===== config.mk =====
export PLATFORM = sky130hd
export DESIGN_NAME = wb_unit
export DESIGN_NICKNAME = d
export VERILOG_FILES = /design/src/rtl/wb_unit.sv
export SDC_FILE = /design/constraint.sdc
export NUM_CORES = 1
export LEC_CHECK = 0
export ABC_AREA = 1
export BUFFER_PORTS_ARGS = -buffer_cell sky130_fd_sc_hd__buf_2
export CORE_UTILIZATION = 40
export CTS_CLUSTER_DIAMETER = 80
export DETAILED_ROUTE_END_ITERATION = 7
export HOLD_SLACK_MARGIN = 0.02
export PLACE_DENSITY = 0.66
export SLEW_MARGIN = 15
export SYNTH_ARGS = -nofsm -noshare
export SYNTH_HDL_FRONTEND = slang
export SYNTH_SLANG_ARGS = --single-unit

===== constraint.sdc =====
create_clock -name clock -period 1.8 [get_ports clock]
set_input_delay 0.09 -clock clock [delete_from_list [all_inputs] [get_ports clock]]
set_output_delay 0.09 -clock clock [all_outputs]
set_load 0.05 [all_outputs]

===== src/rtl/wb_unit.sv =====
// Writeback stage: round-robin ALU/LSU result arbitration, load extraction,
// registered register-file write port with a forwarding copy and instret counter.
module wb_unit #(
  parameter int XLEN       = 32,
  parameter int REG_ADDR_W = 5
) (
  input  logic                  clock,
  input  logic                  reset,
  input  logic                  alu_valid,
  output logic                  alu_ready,
  input  logic [REG_ADDR_W-1:0] alu_rd,
  input  logic [XLEN-1:0]       alu_data,
  input  logic                  lsu_valid,
  output logic                  lsu_ready,
  input  logic [REG_ADDR_W-1:0] lsu_rd,
  input  logic [XLEN-1:0]       lsu_data,
  input  logic [2:0]            lsu_funct3,
  input  logic [1:0]            lsu_addr_lo,
  output logic                  rf_we,
  output logic [REG_ADDR_W-1:0] rf_waddr,
  output logic [XLEN-1:0]       rf_wdata,
  output logic                  fwd_valid,
  output logic [REG_ADDR_W-1:0] fwd_rd,
  output logic [XLEN-1:0]       fwd_data,
  output logic                  lsu_err,
  output logic [63:0]           instret
);

  typedef enum logic {PRIO_ALU = 1'b0, PRIO_LSU = 1'b1} prio_t;

  prio_t                  prio_reg, prio_next;
  logic                   rf_we_reg, rf_we_next;
  logic [REG_ADDR_W-1:0]  rf_waddr_reg, rf_waddr_next;
  logic [XLEN-1:0]        rf_wdata_reg, rf_wdata_next;
  logic                   lsu_err_reg, lsu_err_next;
  logic [63:0]            instret_reg, instret_next;

  logic                   alu_fire, lsu_fire;
  logic [7:0]             lsu_bytes [4];
  logic [7:0]             lsu_byte;
  logic [15:0]            lsu_half;
  logic [XLEN-1:0]        load_data;
  logic                   load_illegal;

  genvar gi;
  generate
    for (gi = 0; gi < 4; gi++) begin : g_lane
      assign lsu_bytes[gi] = lsu_data[8*gi +: 8];
    end
  endgenerate

  // The loser is only stalled when both sources compete.
  assign alu_ready = !(alu_valid && lsu_valid) || (prio_reg == PRIO_ALU);
  assign lsu_ready = !(alu_valid && lsu_valid) || (prio_reg == PRIO_LSU);
  assign alu_fire  = alu_valid && alu_ready;
  assign lsu_fire  = lsu_valid && lsu_ready;

  always_comb begin
    lsu_byte     = lsu_bytes[lsu_addr_lo];
    lsu_half     = lsu_addr_lo[1] ? lsu_data[31:16] : lsu_data[15:0];
    load_data    = '0;
    load_illegal = 1'b0;
    case (lsu_funct3)
      3'd0:    load_data = {{(XLEN-8){lsu_byte[7]}}, lsu_byte};
      3'd1:    load_data = {{(XLEN-16){lsu_half[15]}}, lsu_half};
      3'd2:    load_data = lsu_data;
      3'd4:    load_data = {{(XLEN-8){1'b0}}, lsu_byte};
      3'd5:    load_data = {{(XLEN-16){1'b0}}, lsu_half};
      default: load_illegal = 1'b1;
    endcase
  end

  always_comb begin
    prio_next     = prio_reg;
    rf_we_next    = 1'b0;
    rf_waddr_next = rf_waddr_reg;
    rf_wdata_next = rf_wdata_reg;
    lsu_err_next  = 1'b0;
    instret_next  = instret_reg;
    if (alu_fire) begin
      prio_next     = PRIO_LSU;
      rf_we_next    = (alu_rd != '0);
      rf_waddr_next = alu_rd;
      rf_wdata_next = alu_data;
      instret_next  = instret_reg + 64'd1;
    end else if (lsu_fire) begin
      prio_next     = PRIO_ALU;
      rf_we_next    = (lsu_rd != '0);
      rf_waddr_next = lsu_rd;
      rf_wdata_next = load_data;
      lsu_err_next  = load_illegal;
      instret_next  = instret_reg + 64'd1;
    end
  end

  always_ff @(posedge clock or negedge reset) begin
    if (!reset) begin
      prio_reg     <= PRIO_ALU;
      rf_we_reg    <= 1'b0;
      rf_waddr_reg <= '0;
      rf_wdata_reg <= '0;
      lsu_err_reg  <= 1'b0;
      instret_reg  <= '0;
    end else begin
      prio_reg     <= prio_next;
      rf_we_reg    <= rf_we_next;
      rf_waddr_reg <= rf_waddr_next;
      rf_wdata_reg <= rf_wdata_next;
      lsu_err_reg  <= lsu_err_next;
      instret_reg  <= instret_next;
    end
  end

  assign rf_we     = rf_we_reg;
  assign rf_waddr  = rf_waddr_reg;
  assign rf_wdata  = rf_wdata_reg;
  assign fwd_valid = rf_we_reg;
  assign fwd_rd    = rf_waddr_reg;
  assign fwd_data  = rf_wdata_reg;
  assign lsu_err   = lsu_err_reg;
  assign instret   = instret_reg;

endmodule


-- Word level (Yosys, flattened, before mapping)
Cells that the tools add are included.
- add/sub/neg operators: 1
- order comparisons: 1
- eq/ne operators: 4
- mux-type cells: 18
- bitwise logic cells: 2
- reductions and logical operators: 11
- operator list (cell ; count):
    $pmux 32 s5 ; 1
    $mux 64 ; 2
    $add 64x1->64 const B ; 1
    $mux 32 ; 2
    $bmux 8 s2 ; 1
    $mux 16 ; 1
    $mux 8 ; 2
    $mux 5 ; 2
    $reduce_bool 5->1 ; 2
    $mux 1 ; 7
    $eq 3x3->1 const B ; 2
    $reduce_or 5->1 ; 1
    $eq 3x1->1 const B ; 1
    $eq 3x2->1 const B ; 1
    $ge 3x3->1 const B ; 1
    $logic_and 1x1->1 ; 3
    $logic_not 3->1 ; 1
    $not 2->3 ; 1
    $logic_or 1x1->1 ; 2
    $reduce_bool 2->1 ; 1
    $logic_not 1->1 ; 1
    $not 1->1 ; 1
- flip-flop bits (word level): 104
- input bits: 83
- output and inout port bits: 143
- logic and storage cells: 43

-- Longest topological paths before layout
Gate-level depths: netlist of run 1.
- depth after elaboration: 7
- depth in mapped cells: 11
- gate-level depth less buffers: 11

-- Least setup slack after synthesis of run 1
Ideal clock, no wire load.
- kind: flip-flop to flip-flop
- start point: register instret_reg[1], in the netlist instret[1]
- end point: register instret_reg[58], in the netlist instret[58]
- library setup time: 0.120 ns
- arrival: 1.828 ns
- required time: 1.680 ns
- slack: -0.147 ns
- stages on the path, launching flop included: 11
- path buffers: 0
- cells stage by stage: dfrtp_1 -> ha_1 -> nand3_1 -> nor2_2 -> nand3_4 -> nor2_4 -> nand2_2 -> nor2_2 -> nand2_1 -> nand2_1 -> nand2_1
- cells in the longest elaborated chain, start to end: 3
- ends and longest elaborated chain (what ; RTL line ; text):
    start: declaration ; 36 ; logic [63:0] instret_reg, instret_next;
    start signal: assignment ; 110 ; instret_reg <= instret_next;
    $add 64x1->64 (*) ; 85, 92 ;
    $mux 64 ; 86 ; end else if (lsu_fire) begin
    $mux 64 (*) ; 80 ; if (alu_fire) begin
Mark *: on every way between the ends. The rest lies on a longest branch, timed or not. The select of a mux whose other input is x is not followed.
A chain may end at the register's enable or synchronous reset.

-- Final worst setup path of run 1
- start point: register instret_reg[0], in the netlist instret[0]
- end point: register instret_reg[46], in the netlist instret[46]
Same word-level chain as after synthesis.

==> insert_results.sql, run 1 <==
INSERT INTO impl_metrics (metric_group, metric, value, unit) VALUES
('status', 'run_status', 'finished, final reports clean', ''),
('synthesis', 'synth_nets', '951', ''),
('sta', 'report.final.slew_viol_count', '0', ''),
('cells_and_area', 'layout_common_cells', 'nand2_1, buf_2, dfrtp_1', ''),
('cells_and_area', 'final_layout_size_suffix_gt1_share', '30.7', '%'),
('synthesis', 'synth-seq-cells', '104', ''),
('detailed_routing', 'detail_route.wirelength.met1', '8540', 'um'),
('sta', 'tightest_slew', '0.494', 'ns'),
('power_and_ir_drop', 'worst_ir_drop_vdd', '0.519', 'mV'),
('sta', 'final-setup-viol-count', '0', ''),
('floorplan', 'number_of_rows_created_at_floorplan', '46', ''),
('cells_and_area', 'area_delta_synth_final', '32.3', '%'),
('synthesis', 'synthesis.area', '6490', 'um^2'),
('floorplan', 'fp.coreArea', '15900', 'um^2'),
('global_routing', 'track_usage', '25.5', '%'),
('detailed_routing', 'routed-via-count', '6653', ''),
('synthesis', 'synth-seq-area-share', '40.1', '%'),
('cells_and_area', 'register_area', '2610', 'um^2'),
('placement', 'finalWeightedCongestion', '0.959', ''),
('setup_path', 'worstSetupEndpoint', 'instret[46]$_DFFE_PN0P_', ''),
('sta', 'rsz0062_at_grt', 'yes', ''),
('clocking', 'htreeDepth', '3', ''),
('detailed_routing', 'routed.top_layer', 'met4', ''),
('cells_and_area', 'largest_register_ffs', '64', ''),
('setup_path', 'worst-path-max-fanout', '5', ''),
('setup_path', 'worst-endpoint-required', '2.05', 'ns'),
('detailed_routing', 'met3_wirelength', '1190', 'um'),
('cells_and_area', 'antenna-diode-count', '0', ''),
('synthesis', 'post_synth_inst_count', '867', ''),
('power_and_ir_drop', 'pwr_density', '799', 'nW/um^2'),
('sta', 'timing.max_slew.rel_slack', '67.1', '%'),
('clocking', 'worst_skew_pair.late_latency', '0.35', 'ns'),
('min_path', 'hold_path_class', 'in -> reg', ''),
('synthesis', 'yosysWarnings', '0', ''),
('global_routing', 'grt_max_degree', '42', ''),
('cells_and_area', 'num-fill-cells', '1573', ''),
('synthesis', 'synthesized_area_per_cell', '7.49', 'um^2'),
('cells_and_area', 'num-nets-final', '1204', ''),
('placement', 'place_inst', '1280', ''),
('sta', 'timing.fmax', '0.595', 'GHz'),
('cells_and_area', 'finish.cell_count_without_fillers', '1341', ''),
('clocking', 'clockRootBuffer', 'clkbuf_16', ''),
('clocking', 'number_of_buffers_created_by_cts', '9', ''),
('clocking', 'clock_path_buffers', '2', ''),
('global_routing', 'globalRouteOverflowTotal', '0', ''),
('sta', 'final-hold-violation-count', '0', ''),
('setup_path', 'crit_path_start_kind', 'register', ''),
('global_routing', 'grt_antenna_before_repair', '0', ''),
('detailed_routing', 'detail_route.first_pass.iterations', '5', ''),
('setup_path', 'timing.rr.end', 'instret[46]$_DFFE_PN0P_', ''),
('detailed_routing', 'number_of_nets_still_failing_antenna_checks_after_routing', '0', ''),
('power_and_ir_drop', 'leakagePower', '4.50', 'nW'),
('detailed_routing', 'drc_errors', '0', ''),
('placement', 'dp.final_hpwl', '15900', 'um'),
('setup_path', 'crit-reg2reg-launch', 'instret[0]$_DFFE_PN0P_', ''),
('setup_path', 'crit_path_start', 'instret[0]$_DFFE_PN0P_', ''),
('floorplan', 'dieHeight', '129', 'um'),
('placement', 'buffer_ports.inserted', '225', ''),
('floorplan', 'fp.dieArea', '16700', 'um^2'),
('detailed_routing', 'met2RoutedLength', '10400', 'um'),
('cells_and_area', 'mostFrequentLayoutCell', 'nand2_1', ''),
('sta', 'finClkSkew', '0.00987', 'ns'),
('clocking', 'tritoncts', 'yes', ''),
('detailed_routing', 'total_length_of_routed_wires', '20800', 'um'),
('setup_path', 'reg2regPathDepth', '10', ''),
('detailed_routing', 'drt-wirelength-per-cell', '15.5', 'um'),
('setup_path', 'setup.worst_path.end_class', 'register', ''),
('cells_and_area', 'multi_input_comb_area', '3220', 'um^2'),
('detailed_routing', 'drtIter0Drc', '426', ''),
('sta', 'finalHoldWorstSlack', '0.0374', 'ns'),
('setup_path', 'rrSetupSlack', '0.12', 'ns');
## cells by family (layout without fill, tap and decap cells)
group | count (synthesis) | count (layout) | share of synthesized area, %
flip-flops | 104 | 104 | 40.1
buffers and inverters | 145 | 403 | 10.9
AND/OR/NAND/NOR | 513 | 513 | 36.4
XOR/XNOR | 36 | 36 | 4.97
adder cells (fa/ha/maj) | 1 | 1 | 0.193
AO/OA/AOI/OAI | 68 | 68 | 7.38
## Yosys cell counts, drive strengths merged
| master | n | area [um^2] |
|---|---|---|
| buf | 52 | 358 |
| o221ai | 5 | 43.8 |
| ha | 1 | 12.5 |
| nor3 | 20 | 115 |
| o21bai | 1 | 7.51 |
| o21ai | 16 | 80.1 |
| inv | 84 | 318 |
| nand2 | 283 | 1080 |
| xnor2 | 17 | 149 |
| or2 | 12 | 75.1 |
| xor2 | 19 | 174 |
| o22ai | 1 | 6.26 |
| o211ai | 8 | 60.1 |
| nor4 | 2 | 12.5 |
| nor2 | 93 | 452 |
| and3 | 1 | 6.26 |
| and2 | 2 | 12.5 |
| clkbuf | 8 | 30.0 |
| a21oi | 3 | 26.3 |
| nand3 | 71 | 390 |
| clkinv | 1 | 3.75 |
| nor3b | 1 | 7.51 |
| dfrtp | 104 | 2600 |
| nand4 | 19 | 140 |
| nand3b | 9 | 71.3 |
| a22oi | 34 | 255 |
## how the worst min path moves through the flow
| stage | start | end | depth (start not counted) |
|---|---|---|---|
| after floorplan | reset | fwd_data[0]$_DFFE_PN0P_ | 0 |
| after global placement | reset | instret[25]$_DFFE_PN0P_ | 1 |
| after detailed placement | reset | instret[21]$_DFFE_PN0P_ | 1 |
| after CTS | alu_rd[0] | fwd_rd[0]$_DFFE_PN0P_ | 3 |
| after global routing | alu_rd[0] | fwd_rd[0]$_DFFE_PN0P_ | 3 |
| final | alu_rd[0] | fwd_rd[0]$_DFFE_PN0P_ | 3 |
## what timing repair did
item                                    CTS  global route
hold buffers                             42             0
buffers inserted                          0             3
endpoints found under the setup margin    0            22
resized for setup                         0            10
hold endpoints to repair                 70             0
## layout make-up
| class | count | share of cell area [%] |
|---|---|---|
| inverter | 85 | 3.75 |
| tap | 216 | 3.15 |
| clock inverter | 3 | 0.277 |
| multi-input combinational | 618 | 37.5 |
| clock buffer | 13 | 3.26 |
| sequential | 104 | 30.4 |
| timing repair buffer | 302 | 21.7 |
## through the flow
| stage | instance area [um^2] | utilization, % | setup TNS, ns | power [W] | setup WS (ns) |
|---|---|---|---|---|---|
| floorplan | 6500 | - | 0 | 0.00428 | 0.00921 |
| global placement | 7800 | 49.1 | 0 | 0.00475 | 0.156 |
| detailed placement | 7800 | 49.1 | 0 | 0.00476 | 0.0870 |
| CTS | 8530 | 53.7 | 0 | 0.00688 | 0.0524 |
| global route | 8590 | 54.0 | -0.0189 | 0.00714 | -0.00899 |
| finish | 8590 | 54.0 | 0 | 0.00686 | 0.119 |
## layer usage
metal	track usage, %	up-vias
met4	11.6	0
li1	-	3272
met1	30.1	3082
met5	0	-
met2	45.0	256
met3	4.46	43
## critical path, stage by stage (launching register included)
cell	delay [ns]
dfrtp_2	0.39
ha_2	0.21
nand3_2	0.10
nor2_4	0.16
nand2_2	0.10
inv_1	0.11
nand3_1	0.09
nor2_2	0.20
nand3_1	0.10
nand2_1	0.09
inv_1	0.04
## report_power, final
group	switching, W	internal (W)
logic	0.00156	0.000566
clock network	0.000928	0.00110
registers	0.000184	0.00252
(Power assumes the default switching activity.)
==> run 2, diff against run 1 <==
==> constraint.sdc (replaced) <==
create_clock -name clock -period 2 [get_ports clock]
set_input_delay 0.1 -clock clock [delete_from_list [all_inputs] [get_ports clock]]
set_output_delay 0.1 -clock clock [all_outputs]
set_load 0.02 [all_outputs]
==> run 2 against run 1 <==
Net effect: utilization decreased by 1.6 points; maximum frequency is 3.1% lower; via count down 0.39%; non-clock buffer count decreased by 23; wire length is 1.3% lower; total power is 21% lower; register-to-register slack improved by 0.15 ns; die area unchanged; cell count is 1.7% lower; critical path depth stayed put; global-route usage decreased by 0.21 points; combinational power decreased by 39%; largest cell class unchanged; highest routed layer unchanged.
==> insert_results.sql, run 2 (same netlist as run 1, synthesis figures left out) <==
INSERT INTO impl_metrics (metric_group, metric, value, unit) VALUES
('cells_and_area', 'area_delta_synth_final', '28.4', '%'),
('sta', 'tightest_slew', '0.560', 'ns'),
('global_routing', 'globalRouteOverflowTotal', '0', ''),
('floorplan', 'die_width', '129', 'um'),
('detailed_routing', 'detail_route.first_pass.iterations', '5', ''),
('detailed_routing', 'routed-via-count', '6627', ''),
('detailed_routing', 'drt-wirelength-per-cell', '15.6', 'um'),
('power_and_ir_drop', 'leakagePower', '4.35', 'nW'),
('global_routing', 'grt_pass1_wl', '32200', 'um'),
('sta', 'final-hold-violation-count', '0', ''),
('setup_path', 'worst-endpoint-required', '2.24', 'ns'),
('detailed_routing', 'drc_errors', '0', ''),
('clocking', 'clock_path_buffers', '2', ''),
('floorplan', 'fp.dieArea', '16700', 'um^2'),
('setup_path', 'path_class', 'reg -> reg', ''),
('cells_and_area', 'num-fill-cells', '1603', ''),
('sta', 'timing.max_slew.rel_slack', '62.7', '%'),
('floorplan', 'ioPinCount', '226', ''),
('clocking', 'clockRootBuffer', 'clkbuf_16', ''),
('cells_and_area', 'final_layout_size_suffix_gt1_share', '28.3', '%'),
('floorplan', 'fp.coreArea', '15900', 'um^2'),
('sta', 'final-setup-viol-count', '0', ''),
('detailed_routing', 'routed_via_density', '5.03', ''),
('detailed_routing', 'drtIter0Drc', '525', ''),
('sta', 'rsz0062_at_grt', 'no', ''),
('global_routing', 'track_usage', '25.2', '%'),
('cells_and_area', 'mostFrequentLayoutCell', 'nand2_1', ''),
('placement', 'dp.final_hpwl', '15700', 'um'),
('cells_and_area', 'multi_input_comb_area', '3190', 'um^2'),
('cells_and_area', 'antenna-diode-count', '0', ''),
('clocking', 'cts.clk_slew.worst_paths', '0.08', 'ns'),
('sta', 'timing.fmax', '0.576', 'GHz'),
('placement', 'finalWeightedCongestion', '0.942', ''),
('floorplan', 'number_of_rows_created_at_floorplan', '46', ''),
('min_path', 'hold_path_class', 'in -> reg', ''),
('clocking', 'number_of_buffers_created_by_cts', '9', ''),
('detailed_routing', 'number_of_nets_still_failing_antenna_checks_after_routing', '0', ''),
('cells_and_area', 'largest_register_ffs', '64', ''),
('global_routing', 'grt_antenna_before_repair', '0', ''),
('power_and_ir_drop', 'worst_ir_drop_vdd', '0.518', 'mV'),
('sta', 'finalHoldWorstSlack', '0.0417', 'ns'),
('clocking', 'tritoncts', 'yes', ''),
('detailed_routing', 'total_length_of_routed_wires', '20500', 'um'),
('sta', 'crit_share_post_route', '86.8', '%'),
('cells_and_area', 'register_area', '2600', 'um^2'),
('cells_and_area', 'num-nets-final', '1181', ''),
('floorplan', 'dieHeight', '129', 'um'),
('clocking', 'cts_post_setup_buffers_inserted', '0', ''),
('clocking', 'worst_skew_pair.late_latency', '0.35', 'ns'),
('flow_run', 'maxCapViolCount', '0', ''),
('floorplan', 'initial_utilization', '40.9', '%'),
('placement', 'buffer_ports.inserted', '225', ''),
('clocking', 'sink_count_of_the_clock_tree', '104', ''),
('sta', 'report.final.slew_viol_count', '0', ''),
('status', 'run_status', 'finished, final reports clean', ''),
('setup_path', 'crit_path_start_kind', 'register', ''),
('cells_and_area', 'finalCoreUtilization', '52.5', '%'),
('global_routing', 'grt_pass1_vias', '6108', ''),
('sta', 'setup-tns-final', '0', 'ns'),
('setup_path', 'worst-path-max-fanout', '8', ''),
('sta', 'finClkSkew', '0.00560', 'ns'),
('global_routing', 'grt_max_degree', '60', ''),
('setup_path', 'setup.worst_path.end_class', 'register', ''),
('setup_path', 'arrival', '1.98', 'ns'),
('cells_and_area', 'layout_common_cells', 'nand2_1, buf_2, dfrtp_1', ''),
('clocking', 'htreeDepth', '3', ''),
('sta', 'post-route-min-period', '1.74', 'ns'),
('power_and_ir_drop', 'pwr_density', '651', 'nW/um^2');
## run 2: cell count changes in the layout (fill, tap and decap cells not counted), sizes merged
cell / delta
buf: -22
dlygate4sd3: -1
clkinvlp: +3
clkbuf: -3
## run 2: final timing paths
kind | startpoint | endpoint | slack (ns) | depth (start not counted)
setup / recovery | instret[1]$_DFFE_PN0P_ | instret[40]$_DFFE_PN0P_ | 0.26 | 10
hold / removal | lsu_rd[0] | fwd_rd[0]$_DFFE_PN0P_ | 0.04 | 3
setup reg to reg | instret[1]$_DFFE_PN0P_ | instret[40]$_DFFE_PN0P_ | 0.26 | 10
hold reg to reg | instret[63]$_DFFE_PN0P_ | instret[63]$_DFFE_PN0P_ | 0.50 | 2
max in group asynchronous | reset | fwd_data[28]$_DFFE_PN0P_ | 1.19 | 3
min in group asynchronous | reset | instret[27]$_DFFE_PN0P_ | 0.12 | 2
## run 2: critical path: stages (launching register included)
cell     delay, ns
dfrtp_1       0.39
ha_1          0.20
nand3_1       0.10
nor2_2        0.18
nand2_1       0.12
nor2_2        0.12
nand2_1       0.11
nor2_4        0.20
nand3_1       0.10
nand2_1       0.07
nand2_1       0.05
## run 2: power breakdown
part / switching, W / internal (W)
clock: 0.000850 / 0.000849
combinational: 0.000819 / 0.000484
sequential: 0.000158 / 0.00226
total: 0.00183 / 0.00359
## run 2: what timing repair did
item / CTS / global route
hold endpoints to repair: 141 / 0
hold buffers: 41 / 0
gates resized for setup: 0 / 0
## run 2: cell type report
type / count / area share (%)
multi-input combinational: 618 / 38.3
sequential: 104 / 31.2
timing repair buffer: 279 / 20.1
inverter: 85 / 3.86
tap: 216 / 3.24
clock buffer: 10 / 2.75
clock inverter: 6 / 0.556
## run 2: routing by layer
layer / routed length [um] / share of wire [%] / track usage, % / vias up
met2: 10100 / 49 / 43.2 / 296
li1: - / - / - / 3220
met5: 0 / 0 / 0 / -
met1: 8490 / 41 / 31.0 / 3069
met4: 685 / 3.3 / 10.3 / 0
met3: 1270 / 6.2 / 5.16 / 42
## run 2: metrics by stage
stage	instances	setup slack (ns)	instance area [um^2]	total power (W)
CTS	1318	0.242	8330	0.00547
global route	1318	0.0270	8330	0.00568
floorplan	867	0.302	6490	0.00327
finish	1318	0.264	8330	0.00542
detailed placement	1261	0.261	7650	0.00370
global placement	1261	0.311	7650	0.00369
==> run 3, diff against run 2 <==
--- a/config.mk
+++ b/config.mk
@@ -8,6 +8,7 @@
 export ABC_AREA = 1
 export BUFFER_PORTS_ARGS = -buffer_cell sky130_fd_sc_hd__buf_2
 export CORE_UTILIZATION = 40
+export CTS_BUF_LIST = sky130_fd_sc_hd__clkbuf_16
 export CTS_CLUSTER_DIAMETER = 80
 export DETAILED_ROUTE_END_ITERATION = 7
 export HOLD_SLACK_MARGIN = 0.02
==> run 3 against run 2 <==
Net effect: cell count did not move; flip-flop and latch count did not move; clock power barely moved; sequential power barely moved; register-to-register slack barely moved; wire length rose by 0.15%; design area did not move; first-iteration DRC count rose by 0.38%; utilization did not move; maximum frequency fell by 0.27%; non-clock buffer count did not move; largest cell class unchanged; largest power group unchanged.
==> insert_results.sql, run 3 (same netlist as run 1, synthesis figures left out) <==
INSERT INTO impl_metrics (metric_group, metric, value, unit) VALUES
('sta', 'final-setup-viol-count', '0', ''),
('global_routing', 'globalRouteOverflowTotal', '0', ''),
('floorplan', 'ioPinCount', '226', ''),
('setup_path', 'worst-endpoint-required', '2.24', 'ns'),
('clocking', 'tritoncts', 'yes', ''),
('detailed_routing', 'routed-via-count', '6630', ''),
('clocking', 'htreeDepth', '3', ''),
('floorplan', 'fp.coreArea', '15900', 'um^2'),
('cells_and_area', 'final_layout_size_suffix_gt1_share', '28.3', '%'),
('floorplan', 'fp.dieArea', '16700', 'um^2'),
('cells_and_area', 'antenna-diode-count', '0', ''),
('setup_path', 'rrSetupSlack', '0.26', 'ns'),
('power_and_ir_drop', 'leakagePower', '4.35', 'nW'),
('clocking', 'cts.clk_slew.worst_paths', '0.08', 'ns'),
('detailed_routing', 'drc_errors', '0', ''),
('setup_path', 'worst-path-max-fanout', '8', ''),
('setup_path', 'crit-reg2reg-launch', 'instret[1]$_DFFE_PN0P_', ''),
('min_path', 'hold_path_class', 'in -> reg', ''),
('sta', 'timing.max_slew.rel_slack', '62.4', '%'),
('setup_path', 'worstSetupEndpoint', 'instret[40]$_DFFE_PN0P_', ''),
('sta', 'finalHoldWorstSlack', '0.0299', 'ns'),
('detailed_routing', 'number_of_nets_still_failing_antenna_checks_after_routing', '0', ''),
('global_routing', 'grt_antenna_before_repair', '0', ''),
('global_routing', 'track_usage', '25.2', '%'),
('sta', 'tightest_slew', '0.564', 'ns'),
('setup_path', 'cp_cell_sequence', 'ha_1, nand3_1, nor2_2, nand2_1, nor2_2, nand2_1, nor2_4, nand3_1, nand2_1, nand2_1', ''),
('clocking', 'clock_path_buffers', '2', ''),
('setup_path', 'critical_path_depth', '10', ''),
('power_and_ir_drop', 'pwr_density', '650', 'nW/um^2'),
('detailed_routing', 'met2RoutedLength', '10100', 'um'),
('setup_path', 'critical-path-max-stage-delay', '0.39', 'ns'),
('sta', 'final-hold-violation-count', '0', ''),
('floorplan', 'die_width', '129', 'um'),
('setup_path', 'critical_path.top_delay_family', 'simple AND/OR/NAND/NOR gates', ''),
('detailed_routing', 'drtIter0Drc', '527', ''),
('sta', 'report.final.slew_viol_count', '0', ''),
('sta', 'post-route-min-period', '1.74', 'ns'),
('setup_path', 'slowest_stage', 'dfrtp_1', ''),
('clocking', 'clockRootBuffer', 'clkbuf_16', ''),
('detailed_routing', 'routed.top_layer', 'met4', ''),
('cells_and_area', 'layout_common_cells', 'nand2_1, buf_2, dfrtp_1', ''),
('flow_run', 'maxCapViolCount', '0', ''),
('setup_path', 'crit_path_start', 'instret[1]$_DFFE_PN0P_', ''),
('clocking', 'number_of_buffers_created_by_cts', '9', ''),
('setup_path', 'path_common_cell', 'nand2_1', ''),
('placement', 'dp.final_hpwl', '15700', 'um'),
('setup_path', 'path_class', 'reg -> reg', ''),
('setup_path', 'reg2regPathDepth', '10', ''),
('cells_and_area', 'area_delta_synth_final', '28.4', '%'),
('sta', 'finClkSkew', '0.00677', 'ns'),
('floorplan', 'dieHeight', '129', 'um'),
('sta', 'setup-tns-final', '0', 'ns'),
('global_routing', 'grt_max_degree', '60', ''),
('detailed_routing', 'met3_wirelength', '1240', 'um'),
('sta', 'crit_share_post_route', '87.0', '%'),
('floorplan', 'number_of_rows_created_at_floorplan', '46', ''),
('sta', 'timing.fmax', '0.575', 'GHz'),
('placement', 'buffer_ports.inserted', '225', ''),
('cells_and_area', 'num-nets-final', '1181', ''),
('floorplan', 'initial_utilization', '40.9', '%'),
('detailed_routing', 'total_length_of_routed_wires', '20600', 'um'),
('clocking', 'cts_post_setup_buffers_inserted', '0', ''),
('setup_path', 'timing.rr.end', 'instret[40]$_DFFE_PN0P_', ''),
('status', 'run_status', 'finished, final reports clean', ''),
('setup_path', 'arrival', '1.98', 'ns'),
('detailed_routing', 'detail_route.wirelength.met1', '8550', 'um'),
('clocking', 'sink_count_of_the_clock_tree', '104', ''),
('placement', 'finalWeightedCongestion', '0.942', ''),
('global_routing', 'grt_pass1_vias', '6108', ''),
('sta', 'rsz0062_at_grt', 'no', ''),
('setup_path', 'cp.buffers_inverters', '0', ''),
('detailed_routing', 'detail_route.first_pass.iterations', '5', ''),
('clocking', 'worst_skew_pair.late_latency', '0.35', 'ns'),
('cells_and_area', 'largest_register_ffs', '64', ''),
('power_and_ir_drop', 'worst_ir_drop_vdd', '0.518', 'mV'),
('cells_and_area', 'mostFrequentLayoutCell', 'nand2_1', ''),
('detailed_routing', 'drt-wirelength-per-cell', '15.6', 'um'),
('detailed_routing', 'routed_via_density', '5.03', ''),
('power_and_ir_drop', 'total_power', '0.00542', 'W'),
('global_routing', 'grt_pass1_wl', '32200', 'um'),
('setup_path', 'setup.worst_path.end_class', 'register', ''),
('setup_path', 'crit_path_start_kind', 'register', '');
## run 3: metrics by stage
| stage | worst slack [ns] | cells | utilization (%) | area (um^2) |
|---|---|---|---|---|
| 3_5_place_dp | 0.261 | 1261 | 48.1 | 7650 |
| 3_3_place_gp | 0.311 | 1261 | 48.1 | 7650 |
| 2_1_floorplan | 0.302 | 867 | - | 6490 |
| 6_report | 0.260 | 1318 | 52.5 | 8330 |
| 4_1_cts | 0.242 | 1318 | 52.5 | 8330 |
| 5_1_grt | 0.0270 | 1318 | 52.5 | 8330 |
## run 3: how the worst min path moves through the flow
stage | start | endpoint | slack (ns) | cells past startpoint
5_1_grt | lsu_rd[0] | fwd_rd[0]$_DFFE_PN0P_ | 0.04 | 3
6_report | lsu_rd[0] | fwd_rd[0]$_DFFE_PN0P_ | 0.03 | 3
3_5_place_dp | reset | instret[20]$_DFFE_PN0P_ | -0.06 | 1
3_3_place_gp | reset | instret[20]$_DFFE_PN0P_ | -0.05 | 1
4_1_cts | lsu_rd[0] | fwd_rd[0]$_DFFE_PN0P_ | 0.02 | 3
2_1_floorplan | reset | fwd_data[0]$_DFFE_PN0P_ | -0.20 | 0
## run 3: metal layers
layer | up-vias | global-route usage, %
met5 | - | 0
met4 | 0 | 10.3
met2 | 288 | 43.2
met3 | 42 | 5.16
met1 | 3080 | 31.0
li1 | 3220 | -
## run 3: power by group
group / internal (W) / switching, W / total [W] / leakage (nW)
Combinational: 0.000484 / 0.000819 / 0.00130 / 2.88
Clock: 0.000844 / 0.000851 / 0.00170 / 0.121
Sequential: 0.00226 / 0.000159 / 0.00242 / 1.35
## run 3: timing repair
action | CTS | global route
hold buffers | 41 | 0
resized for setup | 0 | 0
hold endpoints to repair | 141 | 0
## run 3: area by class of cell
cell class              instances  area [um^2]
clock inverters                 7         50.0
flip-flops and latches        104         2600
fillers                      1603         7550
inverters                      85          322
clock buffers                   9          225
well taps                     216          270
repair buffers                279         1670
multi-input cells             618         3190
## run 3: worst register-to-register path, delay by kind of cell, from the launching register on
family / cells / cell delay (ns)
DFF: 1 / 0.39
and+or+nand+nor: 9 / 1.06
adders and majority gates: 1 / 0.20
